## src/rtl/descrambler_if.sv

```systemverilog
// Handshake bundle for the descrambler: data in, seed in, data out.
// Master drives offers and reads; slave is the descrambler itself.
interface descrambler_if;
  logic [3:0] in_data;
  logic       in_en;
  logic       in_rdy;
  logic [3:0] seed_data;
  logic       seed_en;
  logic       seed_rdy;
  logic       out_en;
  logic [3:0] out_data;
  logic       out_rdy;

  modport master (
    output in_data,
    output in_en,
    input  in_rdy,
    output seed_data,
    output seed_en,
    input  seed_rdy,
    output out_en,
    input  out_data,
    input  out_rdy
  );

  modport slave (
    input  in_data,
    input  in_en,
    output in_rdy,
    input  seed_data,
    input  seed_en,
    output seed_rdy,
    input  out_en,
    output out_data,
    output out_rdy
  );
endinterface

```

## src/rtl/descrambler.sv

```systemverilog
// Additive LFSR (x^4+x^3+1) descrambler on 4-bit words with a
// show-ahead output FIFO decoupling the consumer from the input stream.
module descrambler #(
  parameter int DEPTH = 4
) (
  input logic          CLK,
  input logic          RST_N,
  descrambler_if.slave bus
);

  localparam int AW = (DEPTH > 1) ? $clog2(DEPTH) : 1;
  localparam logic [AW:0]   FULL = DEPTH[AW:0];
  localparam logic [AW:0]   C1   = 1;
  localparam logic [AW-1:0] P1   = 1;

  typedef enum logic {
    WAIT_SEED = 1'b0,
    RUN       = 1'b1
  } state_t;

  state_t      r_state;
  state_t      w_state_nx;

  logic [3:0]    r_s;
  logic [3:0]    w_s_nx;
  logic [AW:0]   r_count;
  logic [AW-1:0] r_wptr;
  logic [AW-1:0] r_rptr;
  logic [3:0]    r_mem [DEPTH];
  logic          r_seed_rdy;

  logic w_in_rdy;
  logic w_out_rdy;
  logic w_wr;
  logic w_rd;
  logic w_seed;

  // Four serial steps; the key word used before them is the state itself.
  function automatic logic [3:0] lfsr4(input logic [3:0] s);
    logic [3:0] t;
    t = s;
    for (int k = 0; k < 4; k++) begin
      t = {t[2:0], t[3] ^ t[2]};
    end
    return t;
  endfunction

  assign w_seed = bus.seed_en & r_seed_rdy;
  assign w_wr   = bus.in_en & w_in_rdy;
  assign w_rd   = bus.out_en & w_out_rdy;

  always_ff @(posedge CLK or negedge RST_N) begin
    if (!RST_N) begin
      r_state <= WAIT_SEED;
    end else begin
      r_state <= w_state_nx;
    end
  end

  always_comb begin
    w_state_nx = r_state;
    unique case (1'b1)
      w_seed:  w_state_nx = RUN;
      default: w_state_nx = r_state;
    endcase
  end

  always_comb begin
    w_in_rdy  = 1'b0;
    w_out_rdy = 1'b0;
    w_in_rdy  = (r_state == RUN) &&
                (r_count < FULL) &&
                !bus.seed_en;
    w_out_rdy = (r_count != '0);
  end

  always_ff @(posedge CLK or negedge RST_N) begin
    if (!RST_N) begin
      r_seed_rdy <= 1'b0;
    end else begin
      r_seed_rdy <= 1'b1;
    end
  end

  // An all-zero seed would lock the LFSR, so it is replaced by 0001.
  always_comb begin
    w_s_nx = r_s;
    unique case (1'b1)
      w_seed: begin
        w_s_nx = (bus.seed_data == 4'b0000) ?
                 4'b0001 : bus.seed_data;
      end
      w_wr:    w_s_nx = lfsr4(r_s);
      default: w_s_nx = r_s;
    endcase
  end

  always_ff @(posedge CLK or negedge RST_N) begin
    if (!RST_N) begin
      r_s <= 4'b0001;
    end else begin
      r_s <= w_s_nx;
    end
  end

  always_ff @(posedge CLK or negedge RST_N) begin
    if (!RST_N) begin
      for (int i = 0; i < DEPTH; i++) begin
        r_mem[i] <= 4'b0000;
      end
    end else if (w_wr) begin
      r_mem[r_wptr] <= bus.in_data ^ r_s;
    end
  end

  always_ff @(posedge CLK or negedge RST_N) begin
    if (!RST_N) begin
      r_wptr <= '0;
      r_rptr <= '0;
    end else begin
      if (w_wr) r_wptr <= r_wptr + P1;
      if (w_rd) r_rptr <= r_rptr + P1;
    end
  end

  always_ff @(posedge CLK or negedge RST_N) begin
    if (!RST_N) begin
      r_count <= '0;
    end else begin
      case ({w_wr, w_rd})
        2'b10:   r_count <= r_count + C1;
        2'b01:   r_count <= r_count - C1;
        default: r_count <= r_count;
      endcase
    end
  end

  assign bus.in_rdy   = w_in_rdy;
  assign bus.seed_rdy = r_seed_rdy;
  assign bus.out_rdy  = w_out_rdy;
  assign bus.out_data = w_out_rdy ? r_mem[r_rptr] : 4'b0000;

endmodule
```

## src/flat_wrapper.sv

```systemverilog
// flat-port wrapper written by rule: the top's interface ports become plain ports
module descrambler_flat 
#(
  parameter int DEPTH = 4
)
  (CLK, RST_N, bus_in_data, bus_in_en, bus_in_rdy, bus_seed_data, bus_seed_en, bus_seed_rdy, bus_out_en, bus_out_data, bus_out_rdy);
  descrambler_if bus_i ();
  input logic CLK;
  input logic RST_N;
  input wire logic [$bits(bus_i.in_data)-1:0] bus_in_data;
  input wire logic [$bits(bus_i.in_en)-1:0] bus_in_en;
  output wire logic [$bits(bus_i.in_rdy)-1:0] bus_in_rdy;
  input wire logic [$bits(bus_i.seed_data)-1:0] bus_seed_data;
  input wire logic [$bits(bus_i.seed_en)-1:0] bus_seed_en;
  output wire logic [$bits(bus_i.seed_rdy)-1:0] bus_seed_rdy;
  input wire logic [$bits(bus_i.out_en)-1:0] bus_out_en;
  output wire logic [$bits(bus_i.out_data)-1:0] bus_out_data;
  output wire logic [$bits(bus_i.out_rdy)-1:0] bus_out_rdy;
  assign bus_i.in_data = bus_in_data;
  assign bus_i.in_en = bus_in_en;
  assign bus_in_rdy = bus_i.in_rdy;
  assign bus_i.seed_data = bus_seed_data;
  assign bus_i.seed_en = bus_seed_en;
  assign bus_seed_rdy = bus_i.seed_rdy;
  assign bus_i.out_en = bus_out_en;
  assign bus_out_data = bus_i.out_data;
  assign bus_out_rdy = bus_i.out_rdy;
  descrambler #(.DEPTH(DEPTH)) u_core (.CLK(CLK), .RST_N(RST_N), .bus(bus_i));
endmodule
```

## config.mk

```make
export PLATFORM = sky130hd
export DESIGN_NAME = descrambler_flat
export DESIGN_NICKNAME = d
export VERILOG_FILES = /design/src/rtl/descrambler_if.sv /design/src/rtl/descrambler.sv /design/src/flat_wrapper.sv
export SDC_FILE = /design/constraint.sdc
export NUM_CORES = 1
export LEC_CHECK = 0
export BUFFER_PORTS_ARGS = -buffer_cell sky130_fd_sc_hd__buf_4
export CAP_MARGIN = 20
export CORE_MARGIN = 10
export CORE_UTILIZATION = 50
export CTS_CLUSTER_DIAMETER = 60
export DETAILED_ROUTE_END_ITERATION = 8
export GPL_TIMING_DRIVEN = 0
export HOLD_SLACK_MARGIN = 0.12
export PLACE_DENSITY_LB_ADDON = 0.25
export SYNTH_ARGS = -nofsm -noshare
export SYNTH_HDL_FRONTEND = slang
export SYNTH_SLANG_ARGS = --single-unit
```

## constraint.sdc

```tcl
create_clock -name CLK -period 4.4 [get_ports CLK]
set_clock_uncertainty 0.05 [all_clocks]
set_input_delay 0.44 -clock CLK [delete_from_list [all_inputs] [get_ports CLK]]
set_output_delay 0.44 -clock CLK [all_outputs]
set_load 0.01 [all_outputs]
```

==> impl_metrics.env, run 1 <==
export IMPL_outcome="finished clean"
export IMPL_leakage_nw=0.790
export IMPL_grt_antenna_before_repair=0
export IMPL_layout_worst_path_cycle_share_pct=49.2
export IMPL_slowest_delay_ns=0.51
export IMPL_grt_overflow_total=0
export IMPL_insertion_delay_ns=0.34
export IMPL_grt_first_pass_wirelength_um=4730
export IMPL_clk_pin_slew_worst_paths_ns=0.09
export IMPL_die_w_um=74.7
export IMPL_ys_top_cells_by_count="28 x dfrtp_1, 16 x mux2_2, 8 x inv_1, 8 x nand3_1, 8 x xor2_1"
export IMPL_async_flop_share_pct=100
export IMPL_endpoint_kind="primary output"
export IMPL_ys_seq_elements=29
export IMPL_first_global_vias=1016
export IMPL_synthTopCellsByArea="dfrtp_1 47%, mux2_2 12%, mux4_2 6.0%, xor2_1 4.7%, ha_1 4.2%"
export IMPL_reg2reg_from="u_core.r_count[2]$_DFFE_PN0P_"
export IMPL_drc=0
export IMPL_final_antenna_net_count=0
export IMPL_top_level_ports=20
export IMPL_tns_ns=0
export IMPL_initial_core_util_pct=53.3
export IMPL_critical_path_class="reg -> out"
export IMPL_startpoint="u_core.r_rptr[0]$_DFFE_PN0P_"
export IMPL_core_rowCount=19
export IMPL_ys_flop_type="dfrtp_1"
export IMPL_fmax_mhz=462
export IMPL_endpoint="bus_out_data[3]"
export IMPL_ys_types=30
export IMPL_power_density_nw_per_um2=647
export IMPL_cts_made_buffers=5
export IMPL_hold_path_class="in -> reg"
export IMPL_syn_inst=115
export IMPL_rsz0062_at_grt="no"
export IMPL_layout_drive_gt1_share_pct=39.4
export IMPL_portBuffers=18
export IMPL_dieArea_sq_um=5570
export IMPL_syn_area_sq_um=1490
export IMPL_vias=937
export IMPL_die_y_um=74.7
export IMPL_cp_required_ns=3.91
export IMPL_r2r_cells=9
export IMPL_grt_max_degree=30
export IMPL_cts_root_buf="clkbuf_4"
export IMPL_fin_crit_ns=2.17
export IMPL_synth_top_area_share_pct=46.9
export IMPL_track_usage_pct=11.5
export IMPL_design_area_sq_um=1730
export IMPL_post_cts_buffers=0
export IMPL_dp_hpwl_um=2080
export IMPL_nNetsFinal=160
export IMPL_gp_congestion=0.728
export IMPL_syn_to_final_growth_pct=15.6
export IMPL_synth_most_common_cell="dfrtp_1"
export IMPL_drtIter0Drc=40
export IMPL_yosysTopAreaCell="dfrtp_1"
export IMPL_finalHoldViolCount=0
export IMPL_wirelength_um=2770
export IMPL_reg2reg_to="u_core.r_count[2]$_DFFE_PN0P_"
export IMPL_drt_pass1_iterations=4
export IMPL_cts_tree="done"
export IMPL_yosysWarnings=0
export IMPL_htree_levels=2
export IMPL_crit_path_top_delay_cell="mux4_2"
export IMPL_setup_viol=0
export IMPL_synth_fp_nets=134
export IMPL_path_cells="buf_2, mux4_2, and2_1, buf_4"
export IMPL_viasPerCell=5.42
export IMPL_crit_fanout=6
export IMPL_slew_viol_final=0
export IMPL_postPlaceCellArea_sq_um=1670
export IMPL_synth_edff_count=0
export IMPL_wl_per_cell_um=16.0
export IMPL_r2r_slack_ns=2.26
export IMPL_diodes=0
export IMPL_synth_seq_area_share_pct=48.7
export IMPL_clk_path_buf_depth=2
export IMPL_clock_sinks=29
export IMPL_arrival_ns=1.68
export IMPL_ir_drop_mv=0.263
export IMPL_coreArea_sq_um=2810
export IMPL_startpoint_type="flip-flop"
export IMPL_syn_area_per_cell_sq_um=13.0
export IMPL_drv_cap=0
## per-stage QoR
step / instances / total power, W / util, % / hold WS, ns / setup slack (ns)
2_1_floorplan: 115 / 0.000814 / - / 0.0944 / 2.32
3_3_place_gp: 164 / 0.000951 / 59.5 / 0.329 / 2.24
3_5_place_dp: 164 / 0.000977 / 59.5 / 0.334 / 2.19
4_1_cts: 173 / 0.00114 / 61.6 / 0.289 / 2.20
5_1_grt: 173 / 0.00122 / 61.6 / 0.305 / 2.06
6_report: 173 / 0.00112 / 61.6 / 0.301 / 2.23
## registers in the layout (all words and copies together), names as in the netlist
name / count
u_core.r_count: 3
u_core.r_rptr: 2
u_core.r_mem: 16
u_core.r_s: 4
u_core.r_state: 1
u_core.bus.seed_rdy: 1
u_core.r_wptr: 2
## kinds of logic after synthesis
logic type | synth area share [%]
flip-flops | 48.7
AND/OR/NAND/NOR | 10.3
multiplexers | 18.8
buffers and inverters | 4.61
XOR/XNOR | 6.45
AO/OA/AOI/OAI | 5.44
adder cells (fa/ha/maj) | 5.53
other | 0.251
## worst min-delay path by stage
stage,depth (start not counted),end,slack [ns],from
after detailed placement,1,u_core.r_mem[15]$_DFFE_PN0P_,0.33,RST_N
after CTS,3,u_core.r_s[2]$_DFFE_PN0P_,0.29,bus_seed_data[2]
final,3,u_core.r_s[2]$_DFFE_PN0P_,0.30,bus_seed_data[2]
after global routing,3,u_core.r_s[1]$_DFFE_PN0P_,0.30,bus_seed_data[1]
after floorplan,0,u_core.bus.seed_rdy$_DFF_PN0_,0.09,RST_N
after global placement,1,u_core.r_mem[15]$_DFFE_PN0P_,0.33,RST_N
## power breakdown
part | switching [W] | internal [W]
clock | 0.0000883 | 0.0000635
combinational | 0.000211 | 0.000283
sequential | 0.0000838 | 0.000387
## per-layer routing
layer,track usage (%),part of all wire (%),up-vias
met5,0,0,-
met4,6.93,2.2,0
met3,5.12,6.4,8
met2,18.2,49,18
met1,12.7,42,462
li1,-,-,449
## area by class of cell
type                            count  area [sq um]
Timing Repair Buffer               19           145
Tap cell                           31          38.8
Clock buffer                        8          48.8
Buffer                              5          35.0
Inverter                            9          33.8
Sequential cell                    29           727
Fill cell                         252          1080
Multi-Input combinational cell     72           698
## placed cells by master, fill, tap and decap left out, drive strengths merged
cell         count
buf             21
nand2            6
a311oi           1
dfrtp           28
conb             1
xor2             8
or3              1
ha               5
a221oi           1
mux2            16
nand3            8
mux2i            1
o21ai            1
nor3b            1
dfstp            1
a221o            3
fa               1
inv              9
nor2             1
mux4             4
nor3             2
xnor2            3
and2             5
and4bb           1
o311ai           1
nand2b           1
dlygate4sd3      1
clkbuf          10
## critical path, delay by kind of cell, from the launching register on
| family | cells | cell delay (ns) |
|---|---|---|
| multiplexers | 1 | 0.51 |
| AND/OR/NAND/NOR | 1 | 0.16 |
| flip-flops | 1 | 0.33 |
| buffers and inverters | 2 | 0.34 |
## repair_timing
item                       4_1_cts  5_1_grt
hold endpoints to repair        28        0
resized for setup                0        0
hold buffers                     1        0
setup endpoints to repair        0        0
No activity file was read; power rests on OpenSTA's default activity.
==> inputs of run 2 (changes only) <==
Clock period 4.4 ns to 2.2 ns, I/O delays scaled along.
==> run 2 against run 1 <==
Hold slack worse by 0.14 ns. Combinational power up 100%. Clock-buffer cell count unchanged. Die area unchanged. Utilization up 2.5 points. Via count up 3.0%. Flip-flop and latch count unchanged. Critical path type is now reg -> reg.
==> impl_metrics.env, run 2 (synthesis results as in run 1) <==
export IMPL_clk_path_buf_depth=2
export IMPL_power_density_nw_per_um2=1250
export IMPL_slew_viol_final=0
export IMPL_vias=965
export IMPL_drt_met1_wl_um=1210
export IMPL_wl_per_cell_um=16.2
export IMPL_top_register="u_core.r_mem"
export IMPL_layout_worst_path_cycle_share_pct=92.9
export IMPL_grt_antenna_before_repair=0
export IMPL_most_common_layout_cells="28 x dfrtp_1, 18 x buf_4, 16 x mux2_2"
export IMPL_cts_made_buffers=5
export IMPL_cp_required_ns=2.41
export IMPL_outcome="finished clean"
export IMPL_endpoint_kind="flip-flop"
export IMPL_critical_path_class="reg -> reg"
export IMPL_hold_ws_ns=0.162
export IMPL_place_ws_ns=0.0510
export IMPL_viasPerCell=5.39
export IMPL_arrival_ns=2.25
export IMPL_path_cells="and4bb_4, buf_6, inv_2, ha_1, inv_1, fa_1, xor2_1, nor2_1, xor2_1"
export IMPL_path_common_cell="xor2_1"
export IMPL_final_antenna_net_count=0
export IMPL_top_level_ports=20
export IMPL_cts_tree="done"
export IMPL_grt_max_degree=30
export IMPL_wl_met2_um=1450
export IMPL_drc=0
export IMPL_clock_sinks=29
export IMPL_hold_path_class="in -> reg"
export IMPL_reg2reg_from="u_core.r_count[2]$_DFFE_PN0P_"
export IMPL_setup_viol=0
export IMPL_wl_met3_um=172
export IMPL_fmax_mhz=489
export IMPL_syn_to_final_growth_pct=20.4
export IMPL_insertion_delay_ns=0.34
export IMPL_die_y_um=74.7
export IMPL_fin_crit_ns=2.04
export IMPL_first_global_vias=1075
export IMPL_rsz0062_at_grt="no"
export IMPL_diodes=0
export IMPL_holdCritStartpoint="bus_seed_en"
export IMPL_drtIter0Drc=44
export IMPL_dp_hpwl_um=2080
export IMPL_layout_drive_gt1_share_pct=38.5
export IMPL_path_buf_inv=3
export IMPL_core_rowCount=19
export IMPL_initial_core_util_pct=53.3
export IMPL_drt_pass1_iterations=4
export IMPL_design_power_total_w=0.00225
export IMPL_dieArea_sq_um=5570
export IMPL_cp_top_family="adder cells"
export IMPL_routed_top_layer="met4"
export IMPL_crit_path_top_delay_cell="dfrtp_1"
export IMPL_grt_overflow_total=0
export IMPL_portBuffers=18
export IMPL_largest_reg_flops=16
export IMPL_tns_ns=0
export IMPL_drv_cap=0
export IMPL_clk_pin_slew_worst_paths_ns=0.08
export IMPL_crit_fanout=10
export IMPL_die_w_um=74.7
export IMPL_setup_ws_ns=0.156
export IMPL_htree_levels=2
export IMPL_startpoint_type="flip-flop"
export IMPL_nNetsFinal=166
export IMPL_leakage_nw=0.815
export IMPL_startpoint="u_core.r_count[2]$_DFFE_PN0P_"
export IMPL_track_usage_pct=12.2
export IMPL_coreArea_sq_um=2810
export IMPL_post_cts_buffers=0
export IMPL_reg_top3="u_core.r_mem x16, u_core.r_s x4, u_core.r_count x3"
export IMPL_slowest_delay_ns=0.42
export IMPL_final_common_cell="dfrtp_1"
export IMPL_cts_root_buf="clkbuf_4"
export IMPL_gp_congestion=0.728
export IMPL_finalHoldViolCount=0
export IMPL_ir_drop_mv=0.526
export IMPL_wirelength_um=2890
export IMPL_grt_first_pass_wirelength_um=4970
## run 2: worst reg2reg max path, delay by kind of cell, from the launching register on
kind          cells  cell delay [ns]
fa+ha+maj         2             0.54
flops             1             0.42
simple gates      2             0.37
xor+xnor          2             0.32
buf+inv           3             0.28
## run 2: power breakdown
part	total, W	switching, W	internal, W
clock	0.000304	0.000177	0.000127
combinational	0.00100	0.000423	0.000578
sequential	0.000942	0.000169	0.000774
## run 2: layout make-up
type	count	area (sq um)
clock buffers	8	48.8
multi-input cells	72	703
fillers	244	1010
plain buffers	4	31.3
flip-flops and latches	29	727
well taps	31	38.8
inverters	9	33.8
repair buffers	26	215
## run 2: worst paths after layout
kind,end,cells after the start,slack (ns)
setup / recovery,u_core.r_count[2]$_DFFE_PN0P_,9,0.16
hold / removal,u_core.r_s[3]$_DFFE_PN0P_,3,0.16
setup reg to reg,u_core.r_count[2]$_DFFE_PN0P_,9,0.16
hold reg to reg,u_core.r_state$_DFFE_PN0P_,1,0.45
max in group asynchronous,u_core.r_s[0]$_DFFE_PN1P_,2,1.51
min in group asynchronous,u_core.r_s[2]$_DFFE_PN0P_,2,0.29
## run 2: metrics by stage
stage | util (%) | cells | instance area (sq um)
after floorplan | - | 115 | 1490
after global placement | 59.5 | 164 | 1670
after detailed placement | 59.5 | 164 | 1670
after CTS | 64.1 | 180 | 1800
after global routing | 64.1 | 179 | 1800
final | 64.1 | 179 | 1800
## run 2: layer usage
metal  global-route usage, %  vias to the layer above
met1                    13.4                      481
met2                    19.5                       16
met5                       0                        -
met4                    6.93                        0
li1                        -                      460
met3                    5.12                        8
## run 2: timing repair
action | 4_1_cts | 5_1_grt
setup endpoints to repair | 0 | 2
endpoints found under the hold margin | 34 | 0
hold buffers | 8 | 0
gates resized for setup | 0 | 1
==> inputs of run 3 (changes only) <==
Settings changed: CORE_ASPECT_RATIO set to 1.25.
==> run 3 against run 2 <==
Total power up 0.41%. Sequential power is essentially flat. Cell count is 1.1% higher. Utilization shrank 2.7 points. Global-route usage increased by 0.13 points. Routed wire length down 1.7%. Clock power is 7.6% higher. Non-clock buffer count down 2. Die area grew 0.25%. Sequential share of layout area is 0.17 points higher.
==> impl_metrics.env, run 3 (synthesis results as in run 1) <==
export IMPL_outcome="finished clean"
export IMPL_dieArea_sq_um=5590
export IMPL_n_fill_cell=250
export IMPL_p_sw_share_pct=33.7
export IMPL_critical_path_class="reg -> reg"
export IMPL_cp_required_ns=2.40
export IMPL_startpoint_type="flip-flop"
export IMPL_portBuffers=18
export IMPL_dp_cells=169
export IMPL_dp_hpwl_um=2140
export IMPL_endpoint_kind="flip-flop"
export IMPL_layout_drive_gt1_share_pct=40.0
export IMPL_cts_made_buffers=5
export IMPL_wirelength_um=2840
export IMPL_finalHoldViolCount=0
export IMPL_worst_path_stages=9
export IMPL_seqPwrFrac_pct=41.6
export IMPL_setup_ws_ns=0.147
export IMPL_viasPerCell=5.31
export IMPL_grt_max_degree=30
export IMPL_largest_reg_flops=16
export IMPL_path_common_cell="xor2_1"
export IMPL_path_buf_inv=3
export IMPL_die_w_um=68.9
export IMPL_cts_root_buf="clkbuf_4"
export IMPL_crit_path_top_delay_cell="dfrtp_1"
export IMPL_coreArea_sq_um=2920
export IMPL_p_switching_w=0.000761
export IMPL_wl_per_cell_um=15.7
export IMPL_slowest_delay_ns=0.41
export IMPL_drt_pass1_iterations=4
export IMPL_diodes=0
export IMPL_crit_fanout=10
export IMPL_htree_levels=2
export IMPL_worst_hold_path_num_cells=3
export IMPL_hold_ws_ns=0.139
export IMPL_nNetsFinal=164
export IMPL_vias=962
export IMPL_grt_antenna_before_repair=0
export IMPL_clk_pin_slew_worst_paths_ns=0.09
export IMPL_clk_path_buf_depth=2
export IMPL_seq_area_sq_um=727
export IMPL_hold_path_class="in -> reg"
export IMPL_rsz0062_at_grt="no"
export IMPL_setup_viol=0
export IMPL_final_antenna_net_count=0
export IMPL_track_usage_pct=12.3
export IMPL_fin_cells=181
export IMPL_initial_core_util_pct=51.2
export IMPL_insertion_delay_ns=0.32
export IMPL_tns_ns=0
export IMPL_drv_cap=0
export IMPL_reg_top3="u_core.r_mem x16, u_core.r_s x4, u_core.r_count x3"
export IMPL_r2r_cells=9
export IMPL_arrival_ns=2.26
export IMPL_ir_drop_mv=0.666
export IMPL_fin_util_pct=61.4
export IMPL_place_ws_ns=0.0158
export IMPL_first_global_vias=1056
export IMPL_multiInputGateArea_sq_um=703
export IMPL_drtIter0Drc=18
export IMPL_top_level_ports=20
export IMPL_fmax_mhz=487
export IMPL_core_rowCount=22
export IMPL_gp_congestion=0.763
export IMPL_syn_to_final_growth_pct=19.8
export IMPL_top_register="u_core.r_mem"
export IMPL_grt_first_pass_wirelength_um=5060
export IMPL_leakage_nw=0.812
export IMPL_power_density_nw_per_um2=1260
export IMPL_p_int_w=0.00150
export IMPL_grt_overflow_total=0
export IMPL_fin_crit_ns=2.05
export IMPL_comb_power_share_pct=43.9
export IMPL_clock_sinks=29
export IMPL_layout_worst_path_cycle_share_pct=93.3
export IMPL_post_cts_buffers=0
export IMPL_clkPwrFrac_pct=14.5
export IMPL_path_cells="and4bb_4, buf_6, inv_2, ha_1, inv_1, fa_1, xor2_1, nor2_1, xor2_1"
export IMPL_cp_top_family="adder cells"
export IMPL_most_common_layout_cells="28 x dfrtp_1, 18 x buf_4, 16 x mux2_2"
export IMPL_die_y_um=81.1
export IMPL_drc=0
export IMPL_final_common_cell="dfrtp_1"
export IMPL_slew_viol_final=0
export IMPL_cts_tree="done"
-- run 3: final timing paths --
kind,from,endpoint,slack (ns)
min in group asynchronous,RST_N,u_core.r_mem[4]$_DFFE_PN0P_,0.30
max in group asynchronous,RST_N,u_core.r_s[0]$_DFFE_PN1P_,1.49
setup / recovery,u_core.r_count[2]$_DFFE_PN0P_,u_core.r_count[2]$_DFFE_PN0P_,0.15
setup reg to reg,u_core.r_count[2]$_DFFE_PN0P_,u_core.r_count[2]$_DFFE_PN0P_,0.15
hold / removal,bus_seed_data[3],u_core.r_s[3]$_DFFE_PN0P_,0.14
hold reg to reg,u_core.r_state$_DFFE_PN0P_,u_core.r_state$_DFFE_PN0P_,0.45
-- run 3: power groups by stage --
stage / combinational, W / sequential [W] / clock (W)
after floorplan: 0.000731 / 0.000897 / 0
after global placement: 0.000956 / 0.000931 / 0
after detailed placement: 0.000996 / 0.000949 / 0
after CTS: 0.00100 / 0.000937 / 0.000337
after global routing: 0.00110 / 0.000975 / 0.000371
final: 0.000991 / 0.000939 / 0.000327
-- run 3: worst min-delay path: stages --
cell	delay, ns
buf_4	0.09
nand3_1	0.09
o311ai_2	0.09
-- run 3: routing by layer --
metal	global-route usage (%)	routed length, um	vias up
met5	0	0	-
met4	5.34	44	0
met3	6.61	221	4
met2	18.5	1440	27
met1	14.1	1130	473
li1	-	-	458
-- run 3: timing repair --
| action | in CTS | in global routing |
|---|---|---|
| endpoints found under the hold margin | 32 | 0 |
| hold buffers | 6 | 0 |
| resized for setup | 0 | 1 |
| setup endpoints to repair | 1 | 2 |
| cloned | 0 | 0 |
-- run 3: area by class of cell --
type	instances	share of cell area [%]
tap	36	2.52
sequential	29	40.6
clock buffer	7	3.07
timing repair buffer	24	10.9
buffer	4	1.75
inverter	9	1.89
multi-input combinational	72	39.3
-- run 3: per-stage QoR --
step	total power, W	area (sq um)
5_1_grt	0.00244	1790
4_1_cts	0.00228	1790
2_1_floorplan	0.00163	1490
3_5_place_dp	0.00194	1670
3_3_place_gp	0.00189	1670
6_report	0.00226	1790
